===== src/rtl/md5_pkg.sv =====
// Shared constants and types for the md5 digest-match stages.
// The word-slice offsets are also used by the md5core benches.
package md5_pkg;

    localparam int MSG_W  = 152;
    localparam int HASH_W = 128;
    localparam int WORD_W = 32;

    // LSB of each digest word inside a packed {A,B,C,D} hash.
    localparam int A_LSB = 96;
    localparam int B_LSB = 64;
    localparam int C_LSB = 32;
    localparam int D_LSB = 0;

    typedef enum logic [1:0] {
        IDLE      = 2'd0,
        SEARCH    = 2'd1,
        FOUND     = 2'd2,
        EXHAUSTED = 2'd3
    } state_e;

endpackage


===== src/rtl/md5_hash_cmp.sv =====
// Registered per-word digest compare; the final AND of the four word
// matches is left for the consumer so the 128-bit equality is split in two.
module md5_hash_cmp #(
    parameter int MSG_W = md5_pkg::MSG_W
) (
    input  logic                       clk,
    input  logic                       reset_n,
    input  logic                       en,
    input  logic [md5_pkg::HASH_W-1:0] target,
    input  logic [md5_pkg::HASH_W-1:0] digest,
    input  logic [MSG_W-1:0]           message,
    input  logic                       valid,
    output logic                       hit,
    output logic [MSG_W-1:0]           mesg_s1,
    output logic                       valid_s1
);
    import md5_pkg::*;

    logic [3:0]       eq_d, eq_q;
    logic [MSG_W-1:0] mesg_d, mesg_q;
    logic             valid_d, valid_q;

    always_comb begin
        eq_d    = eq_q;
        mesg_d  = mesg_q;
        valid_d = valid;
        if (valid) begin
            eq_d[3] = digest[A_LSB +: WORD_W] == target[A_LSB +: WORD_W];
            eq_d[2] = digest[B_LSB +: WORD_W] == target[B_LSB +: WORD_W];
            eq_d[1] = digest[C_LSB +: WORD_W] == target[C_LSB +: WORD_W];
            eq_d[0] = digest[D_LSB +: WORD_W] == target[D_LSB +: WORD_W];
            mesg_d  = message;
        end
    end

    always_ff @(posedge clk or negedge reset_n) begin
        if (!reset_n) begin
            eq_q    <= '0;
            mesg_q  <= '0;
            valid_q <= 1'b0;
        end else if (en) begin
            eq_q    <= eq_d;
            mesg_q  <= mesg_d;
            valid_q <= valid_d;
        end
    end

    assign hit      = valid_q & (&eq_q);
    assign mesg_s1  = mesg_q;
    assign valid_s1 = valid_q;

endmodule


===== src/rtl/md5_match_filter.sv =====
// Search controller behind md5core: counts examined digests, latches the
// first message whose digest equals target_hash, reports FOUND/EXHAUSTED.
//
// state     | meaning
// ----------+-----------------------------------------------------------
// IDLE      | no search armed; pipeline results are discarded
// SEARCH    | counting valid results, waiting for a hit or the limit
// FOUND     | match latched in match_mesg; further results ignored
// EXHAUSTED | count_limit results seen without a hit
module md5_match_filter #(
    parameter int MSG_W = md5_pkg::MSG_W,
    parameter int CNT_W = 32
) (
    input  logic             clk,
    input  logic             reset_n,
    input  logic             en,
    input  logic             start,
    input  logic             abort,
    input  logic [127:0]     target_hash,
    input  logic [CNT_W-1:0] count_limit,
    input  logic [31:0]      a_in,
    input  logic [31:0]      b_in,
    input  logic [31:0]      c_in,
    input  logic [31:0]      d_in,
    input  logic [MSG_W-1:0] m_in,
    input  logic             valid_in,
    output logic             busy,
    output logic             done,
    output logic             match_found,
    output logic [MSG_W-1:0] match_mesg,
    output logic [CNT_W-1:0] hash_count
);
    import md5_pkg::*;

    logic             hit;
    logic [MSG_W-1:0] mesg_s1;
    logic             valid_s1;

    md5_hash_cmp #(.MSG_W(MSG_W)) u_cmp (
        .clk      (clk),
        .reset_n  (reset_n),
        .en       (en),
        .target   (target_hash),
        .digest   ({a_in, b_in, c_in, d_in}),
        .message  (m_in),
        .valid    (valid_in),
        .hit      (hit),
        .mesg_s1  (mesg_s1),
        .valid_s1 (valid_s1)
    );

    state_e           state_d, state_q;
    logic [CNT_W-1:0] count_d, count_q;
    logic [CNT_W-1:0] count_inc;
    logic [MSG_W-1:0] mesg_d, mesg_q;
    logic             busy_d, busy_q;
    logic             done_d, done_q;
    logic             found_d, found_q;

    assign count_inc = count_q + 1'b1;

    always_comb begin
        state_d = state_q;
        count_d = count_q;
        mesg_d  = mesg_q;
        if (abort) begin
            state_d = IDLE;
        end else begin
            unique case (state_q)
                IDLE, FOUND, EXHAUSTED: begin
                    if (start) begin
                        state_d = SEARCH;
                        count_d = '0;
                        mesg_d  = '0;
                    end
                end
                SEARCH: begin
                    if (valid_s1) begin
                        if (!(&count_q))
                            count_d = count_inc;
                        // A hit outranks reaching the limit on the same result.
                        if (hit) begin
                            state_d = FOUND;
                            mesg_d  = mesg_s1;
                        end else if (count_limit != '0 && count_inc == count_limit) begin
                            state_d = EXHAUSTED;
                        end
                    end
                end
                default: state_d = IDLE;
            endcase
        end
        busy_d  = (state_d == SEARCH);
        done_d  = (state_d == FOUND) || (state_d == EXHAUSTED);
        found_d = (state_d == FOUND);
    end

    always_ff @(posedge clk or negedge reset_n) begin
        if (!reset_n) begin
            state_q <= IDLE;
            count_q <= '0;
            mesg_q  <= '0;
            busy_q  <= 1'b0;
            done_q  <= 1'b0;
            found_q <= 1'b0;
        end else if (en) begin
            state_q <= state_d;
            count_q <= count_d;
            mesg_q  <= mesg_d;
            busy_q  <= busy_d;
            done_q  <= done_d;
            found_q <= found_d;
        end
    end

    assign busy        = busy_q;
    assign done        = done_q;
    assign match_found = found_q;
    assign match_mesg  = mesg_q;
    assign hash_count  = count_q;

endmodule


===== config.mk =====
export PLATFORM = sky130hd
export DESIGN_NAME = md5_match_filter
export DESIGN_NICKNAME = d
export VERILOG_FILES = /design/src/rtl/md5_pkg.sv /design/src/rtl/md5_hash_cmp.sv /design/src/rtl/md5_match_filter.sv
export SDC_FILE = /design/constraint.sdc
export NUM_CORES = 1
export LEC_CHECK = 0
export ABC_AREA = 1
export BUFFER_PORTS_ARGS = -buffer_cell sky130_fd_sc_hd__buf_2
export CAP_MARGIN = 20
export CORE_AREA = 8 8 243 245
export DETAILED_ROUTE_END_ITERATION = 16
export DIE_AREA = 0 0 251 253
export SLEW_MARGIN = 20
export SYNTH_ARGS = -nofsm -noshare
export SYNTH_HDL_FRONTEND = slang
export SYNTH_HIERARCHICAL = 1
export SYNTH_SLANG_ARGS = --single-unit

===== constraint.sdc =====
create_clock -name clk -period 2 [get_ports clk]
set_clock_uncertainty 0.2 [all_clocks]
set_input_delay 0.3 -clock clk [delete_from_list [all_inputs] [get_ports clk]]
set_output_delay 0.3 -clock clk [all_outputs]
set_load 0.05 [all_outputs]

### Yosys cells after proc, flatten, opt, wreduce, memory -nomap -nowiden

Index checks and enable logic that the tools add are counted.

| operators by class | value |
|---|---|
| add/sub/neg operators | 1 |
| multipliers | 0 |
| divide/modulo/power cells | 0 |
| order comparisons | 0 |
| equal/unequal tests | 15 |
| shifts and indexed selects | 0 |
| mux-type cells | 14 |
| bitwise logic cells | 2 |
| reduce and logical (&&, ||, !) cells | 10 |

Operator list:

| kind | count |
|---|---|
| $mux 152 | 3 |
| $pmux 152 s2 | 1 |
| $eq 32x32->1 | 5 |
| $mux 32 | 3 |
| $pmux 32 s2 | 1 |
| $add 32x1->32 const B | 1 |
| $reduce_and 32->1 | 1 |
| $reduce_bool 32->1 | 1 |
| $mux 2 | 5 |
| $reduce_and 5->1 | 2 |
| $eq 2x2->1 const B | 4 |
| $ne 2x2->1 const B | 3 |
| $eq 2x1->1 const B | 2 |
| $pmux 2 s2 | 1 |
| $reduce_and 4->1 | 1 |
| $reduce_or 3->1 | 1 |
| $logic_not 2->1 | 1 |
| $ne 2x1->1 const B | 1 |
| $reduce_and 2->1 | 1 |
| $and 1x1->1 | 1 |
| $logic_and 1x1->1 | 1 |
| $logic_or 1x1->1 | 1 |
| $not 1->1 | 1 |

| word-level totals | value |
|---|---|
| register bits | 346 |
| latch bits | 0 |
| bits in writable memories | 0 |
| memory bits (read-only) | 0 |
| word-level logic and storage cells | 51 |
| memories kept | 0 |

### Depth between registers and ports, before layout

Gate-level depths: netlist of run 1.

| logic depth | value |
|---|---|
| word-level depth | 10 |
| mapped depth | 19 |
| mapped depth without buffers | 19 |

### Modules after synthesis

Netlist of run 1, hierarchy kept.

By module, submodules not included:

| module | times used | cells each | area each (um2) |
|---|---|---|---|
| md5_match_filter | 1 | 1,192 | 9,331.4 |
| md5_hash_cmp | 1 | 828 | 7,987.7 |

### Worst setup path after synthesis of run 1

No wires, ideal clock.

| timing | value |
|---|---|
| path kind | flip-flop to flip-flop |
| start | register count_q[1] (netlist: hash_count[1]) |
| end | register busy_q (netlist: busy) |
| library setup time | 118 ps |
| arrival time | 2,241 ps |
| slack | -559 ps |
| cell stages (with the launch flop) | 17 |
| period minus slack after synthesis | 2,559 ps |
| cells stage by stage | dfrtp_1 > ha_1 > nand2_2 > nor2_8 > nand2_1 > nor2_2 > nand3_1 > nand2_1 > nor2_1 > nor3b_2 > nand2_1 > nor2_1 > nand2_1 > nand2_2 > nand2_1 > nand2_1 > nand2_1 |

| between the ends | value |
|---|---|
| word-level cells in the longest chain between the ends | 9 |

Ends and longest elaborated chain:

| element | RTL line | source |
|---|---|---|
| start, declared | md5_match_filter.sv:53 | `logic [CNT_W-1:0] count_d, count_q;` |
| start signal, assigned | md5_match_filter.sv:108 | `count_q <= count_d;` |
| $add 32x1->32 | md5_match_filter.sv:60 | `assign count_inc = count_q + 1'b1;` |
| $eq 32x32->1 | md5_match_filter.sv:85 | `end else if (count_limit != '0 && count_inc == count_limit) begin` |
| $logic_and 1x1->1 | md5_match_filter.sv:85 |  |
| $mux 2 | md5_match_filter.sv:85 |  |
| $mux 2 | md5_match_filter.sv:82 | `if (hit) begin` |
| $mux 2 | md5_match_filter.sv:78 | `if (valid_s1) begin` |
| $pmux 2 s2 | md5_match_filter.sv:69 | `unique case (state_q)` |
| $mux 2 | md5_match_filter.sv:66 | `if (abort) begin` |
| $eq 2x1->1 | md5_match_filter.sv:93 | `busy_d = (state_d == SEARCH);` |
| end signal, assigned | md5_match_filter.sv:110 | `busy_q <= busy_d;` |
| end, declared | md5_match_filter.sv:56 | `logic busy_d, busy_q;` |

No other way between the ends.
A chain may end at the register's enable or synchronous reset.

### Worst setup path in the final report of run 1

| timing | value |
|---|---|
| start | register count_q[11] (netlist: hash_count[11]) |
| end | register busy_q (netlist: busy) |

Same word-level chain as after synthesis.

==> results of run 1 <==
registers in the layout, summed over array words and instances (netlist names):
register        flops
hash_count         32
busy                1
done                1
match_found         1
match_mesg        152
u_cmp/valid_s1      1
state_q             2
u_cmp/eq_q          4
u_cmp/mesg_s1     152
per-layer routing:
metal  up-vias  GRT usage  routed length (um)
met5         -          0                  37
met4         6    0.07466                2416
met3       150    0.03817                3628
met2       556     0.3857               37440
met1      8529     0.2524               28140
li1       8519          -                   -
report_power, final:
| group | leakage [nW] | total [W] | internal [W] | switching, W |
|---|---|---|---|---|
| registers | 4.34 | 0.00916 | 0.00827 | 0.000894 |
| clock network | 0.668 | 0.00759 | 0.00452 | 0.00308 |
| logic | 9.24 | 0.00834 | 0.00281 | 0.00553 |
| total | 14.3 | 0.0251 | 0.0156 | 0.00950 |
through the flow:
step	cell area [um^2]	instances	TNS (ps)	utilization	total power, W
3_5_place_dp	22880	3489	-20590	0.4122	0.01614
4_1_cts	28170	3804	-21370	0.5075	0.02483
6_report	28750	3805	-16440	0.5178	0.02509
5_1_grt	28740	3802	-33490	0.5177	0.02612
2_1_floorplan	17390	2020	-13040	-	0.01350
3_3_place_gp	22880	3489	-18210	0.4122	0.01602
layout by cell type, fill, tap and decap left out, types with 12 or more instances in the layout:
master,Yosys,final
buf_2,27,631
nand2_1,397,387
inv_1,351,349
dfrtp_1,346,334
buf_4,10,175
dlygate4sd3_1,0,163
mux2_2,152,152
nor2_1,141,128
nand3_2,2,101
o21ai_2,0,100
nand3_1,218,89
o21ai_1,1,59
buf_12,0,52
clkbuf_16,0,46
xnor2_1,34,34
nand3_4,0,30
o22ai_1,27,24
xor2_1,21,20
buf_6,1,18
nand4_1,17,17
nor2_2,7,15
o21ai_0,177,15
buf_16,0,15
or2_2,14,14
nand2_2,7,13
dfrtp_2,0,12
buf_8,0,12
logic make-up (layout without fill, tap and decap cells):
kind of cell / count (synthesis) / in the layout / share of synthesized area
and+or+nand+nor: 822 / 822 / 0.2077
buffers and inverters: 431 / 1498 / 0.09796
DFF: 346 / 346 / 0.4999
xor gates and xnor gates: 58 / 58 / 0.03172
muxes: 152 / 152 / 0.09883
other: 0 / 6 / 0
AOI/OAI and AO/OA: 210 / 210 / 0.06314
adders and majority gates: 1 / 1 / 0.0007223
final timing paths:
| path | endpoint | from |
|---|---|---|
| worst min register to register | busy$_DFFE_PN0P_ | busy$_DFFE_PN0P_ |
| worst min-delay path | match_mesg[27]$_DFFE_PN0P_ | reset_n |
| worst max-delay path | busy$_DFFE_PN0P_ | hash_count[11]$_DFFE_PN0P_ |
| max in group asynchronous | match_found$_DFFE_PN0P_ | reset_n |
| min in group clk | u_cmp/eq_q[2]$_DFFE_PN0P_ | b_in[28] |
| worst max register to register | busy$_DFFE_PN0P_ | hash_count[11]$_DFFE_PN0P_ |
area by class of cell:
cell class / count / area [um^2]
Inverter: 359 / 1351
Sequential cell: 346 / 8673
Timing Repair Buffer: 1070 / 8040
Multi-Input combinational cell: 1243 / 8422
Fill cell: 4939 / 26770
Antenna cell: 6 / 15.01
Tap cell: 712 / 890.9
Clock inverter: 16 / 182.7
Clock buffer: 53 / 1172
worst max-delay path, stage by stage, from the launching register on:
cell and delay (ps):
dfrtp_1 380, nand2_1 110, nor2_1 250, nand2_1 180
nor2_4 130, nand2_1 60, nand2_1 50, nand2_1 100
nand2_1 80, nand3_1 110, nor2_2 140, nand3_2 80
nor2_2 130, nand2_2 90, nand2_2 100, nand2_2 50
nand2_1 50, nand2_1 40
timing repair:
action | in CTS | in global routing
endpoints found under the setup margin | 183 | 188
setup buffers | 55 | 22
hold buffers | 163 | 0
gates cloned | 32 | 4
hold endpoints to repair | 507 | 0
gates resized for setup | 341 | 232
pin swaps | 6 | 16
==> metrics, run 1 <==
outcome finished, violations left; failing checks setup timing; DR vias/cell 4.668; Main synth FF type dfrtp_1; TritonCTS clock tree yes; initial antenna violation count 6; Worst Setup End Kind flop; Site Rows 87; starting density of the core 0.3120; area grow syn2layout 65.99%; Avg Cell Area, Syn 8.574 um^2; Synth top cells by count 397 x nand2_1, 351 x inv_1, 346 x dfrtp_1, 218 x nand3_1, 177 x o21ai_0; H-Tree Depth 2; highest clock rate 0.4073 GHz; Hold WC Path Type in -> async; GRT Util Overall 0.2133; RSZ-0062 raised after global routing yes; worst-case clock buffer depth 3; Slew Viols, Final 0; ys async rst share 1.000; startpoint types flop; # clock sinks 346; layout cells sized above 1 0.4697; Power Density 872.8 nW/um^2; # Max-Cap Violations 0; FF-to-FF path depth 17; die height 253 um; Leak 14.25 nW; hold_ws 28.88 ps; DP HPWL 49.90 mm; Peak VDD IR 738.9 uV; area leader, netlist dfrtp_1; Cells after Synth 2020; Worst-path clk slew 60 ps; maximum number of pins on one net before global-route repair 72; crit path time final 2455 ps; DRC 0; Vias 17760; worst path arrival time 2690 ps; Die Wd 251 um; Routed Antenna Nets 0; fin nets 3508; sequential fraction of the synthesis area 0.4999; Worst Slack Setup Final -455.0 ps; TritonCTS buffer count 41; FF-to-FF setup slack -460 ps; part of the cycle the worst path needs 1.228; Placement Setup Slack -547.9 ps; kind of critical path reg -> reg; Critical Path RT 2240 ps; top cell type's share of synthesized area 0.4999; crit path max fanout 3; Yosys reg bits 346; DR iter-0 viols 851; most instantiated library cell after synthesis nand2_1; Mapped Area 17320 um^2; Setup violations, final 140; core area 55520 um^2; number of global-route vias before repair 19140; root buffer cell clkbuf_16; Final Hold Vio Count 0; Syn Nets 2467; clk_lat worst skew 550 ps; post-DR wirelength/cell 18.83 um; gr ovfl total 0; EDFF count, synth 0; Worst-Margin Slew 492.2 ps; Cell variety after synth 35; largest cells by area after synthesis dfrtp_1 50%, mux2_2 9.9%, nand2_1 8.6%; Top Ports 633; Rel. slew slack 0.6719; First-pass DRT Iterations 7; Port-buffer cells 632; Ys Warns 6; Routability Congestion 0.9423; first-pass GRT wire length 108.4 mm; full die area 63500 um^2; drt total wl 71.67 mm
Power figures use the tool's default switching activity.
==> inputs of run 2 (changes only) <==
--- a/config.mk
+++ b/config.mk
@@ -8,9 +8,10 @@
 export ABC_AREA = 1
 export BUFFER_PORTS_ARGS = -buffer_cell sky130_fd_sc_hd__buf_2
 export CAP_MARGIN = 20
-export CORE_AREA = 8 8 243 245
+export CORE_MARGIN = 1
+export CORE_UTILIZATION = 25
 export DETAILED_ROUTE_END_ITERATION = 16
-export DIE_AREA = 0 0 251 253
+export MAX_ROUTING_LAYER = met4
 export SLEW_MARGIN = 20
 export SYNTH_ARGS = -nofsm -noshare
 export SYNTH_HDL_FRONTEND = slang
==> metrics, run 2 (synthesized netlist as in run 1, its figures left out) <==
Final Hold Vio Count 0; drt total wl 71.59 mm; Vias 17775; core area 68590 um^2; most common cell after layout, fill and taps aside buf_2; GRT Util Overall 0.2013; Worst Slack Setup Final -398.6 ps; initial antenna violation count 29; maximum number of pins on one net before global-route repair 81; layout cells sized above 1 0.4788; First-pass DRT Iterations 12; DR iter-0 viols 862; Leak 14.29 nW; busiest grt layer met2; DRC 4; highest-count cells in the layout ignoring fill and taps 631 x buf_2, 374 x nand2_1, 349 x inv_1; # Max-Cap Violations 0; Clock power frac 0.311; crit path max fanout 7; Slew Viols, Final 0; Hold WC Path Type in -> reg; TritonCTS buffer count 41; Setup violations, final 184; GR Layer Usage met1 0.2192; Worst Setup End Kind flop; Site Rows 96; highest clock rate 0.4169 GHz; post-DR wirelength/cell 17.70 um; crit path time final 2399 ps; FF-to-FF path depth 18; number of global-route vias before repair 18288; crit path to busy$_DFFE_PN0P_; startpoint types flop; hold depth 8; Critical Path RT 2250 ps; first-pass GRT wire length 105.4 mm; full die area 70330 um^2; gr ovfl total 0; DP HPWL 48.87 mm; failing checks DRC, setup timing; met3 usage 0.03870; P_sw 0.009528 W; Sequential Power Share 0.360; clk_lat worst skew 550 ps; Peak VDD IR 732.4 uV; met2 usage 0.3466; RSZ-0062 raised after global routing yes; Placement Setup Slack -413.3 ps; Routed Antenna Nets 0; Worst-Margin Slew 487.9 ps; combinational fraction of design power 0.329; fin nets 3503; TritonCTS clock tree yes; Port-buffer cells 632; Power Internal 0.01573 W; worst path arrival time 2650 ps; area grow syn2layout 68.96%; Core Util, Final 0.4267; Die Wd 265.2 um; Power Density 863.2 nW/um^2; Top Ports 633; RR Startpoint hash_count[1]$_DFFE_PN0P_; H-Tree Depth 2; die height 265.2 um; Routability Congestion 0.9096; starting density of the core 0.2525; worst-case clock buffer depth 3; Pwr Total 0.02526 W; kind of critical path reg -> reg; CP startpoint hash_count[1]$_DFFE_PN0P_; Rel. slew slack 0.6717; # clock sinks 346; root buffer cell clkbuf_16; part of the cycle the worst path needs 1.199; Sw Share 0.3772; Worst-path clk slew 60 ps; reg2reg end busy$_DFFE_PN0P_; DR vias/cell 4.395; outcome finished, violations left; FF-to-FF setup slack -400 ps
run 2: power groups by stage:
stage | Clock (W) | Sequential (W) | Combinational [W]
2_1_floorplan | 0 | 0.0118 | 0.00170
3_3_place_gp | 0 | 0.00901 | 0.00692
3_5_place_dp | 0 | 0.00905 | 0.00698
4_1_cts | 0.00804 | 0.00901 | 0.00803
5_1_grt | 0.00834 | 0.00923 | 0.00878
6_report | 0.00786 | 0.00909 | 0.00831
run 2: worst min path at each step:
stage,start,to
after detailed placement,reset_n,u_cmp/mesg_s1[113]$_DFFE_PN0P_
final,a_in[7],u_cmp/eq_q[3]$_DFFE_PN0P_
after global placement,reset_n,u_cmp/mesg_s1[113]$_DFFE_PN0P_
after CTS,d_in[21],u_cmp/eq_q[0]$_DFFE_PN0P_
after floorplan,reset_n,busy$_DFFE_PN0P_
after global routing,c_in[26],u_cmp/eq_q[1]$_DFFE_PN0P_
run 2: repair_timing:
action | 4_1_cts | 5_1_grt
buffers inserted | 48 | 19
endpoints found under the hold margin | 505 | 0
gates resized for setup | 403 | 213
setup endpoints to repair | 185 | 188
gates cloned | 33 | 1
pin swaps | 5 | 21
hold buffers | 167 | 0
run 2: final cells by class:
type	count	area [um^2]
inverters	359	1364
flip-flops and latches	346	8673
clock inverters	17	205.2
multi-input cells	1243	8571
clock buffers	57	1207
diodes	26	65.06
repair buffers	1065	8013
fillers	6498	39320
well taps	931	1165
run 2: per-layer routing:
metal | vias up | part of all wire
met5 | - | 0
met4 | 0 | 0.054
met3 | 185 | 0.056
met1 | 8441 | 0.38
li1 | 8502 | -
met2 | 647 | 0.51
run 2: stage by stage:
| step | hold slack, ps | instances | cell area (um^2) | TNS (ps) |
|---|---|---|---|---|
| finish | 50.00 | 4044 | 29260 | -27120 |
| global route | 56.63 | 4043 | 29260 | -44570 |
| CTS | 8.101 | 4021 | 28620 | -36010 |
| detailed placement | -12.30 | 3700 | 23040 | -25540 |
| global placement | -10.81 | 3700 | 23040 | -19790 |
| floorplan | -195.6 | 2020 | 17390 | -13040 |
run 2: critical path, cell delays in order, from the launching register on:
cell and delay, ps:
dfrtp_2 420, ha_4 170, nand2_4 70, nor2_8 200
nand3_2 130, nand2_2 100, nand2_1 50, nand2_1 60
nand2_1 60, nor2_2 120, nand2_1 60, nor2_1 140
nand3_2 110, nor2_4 120, nand2_2 70, nand2_4 70
nand2_1 50, nand2_1 50, nand2_1 40
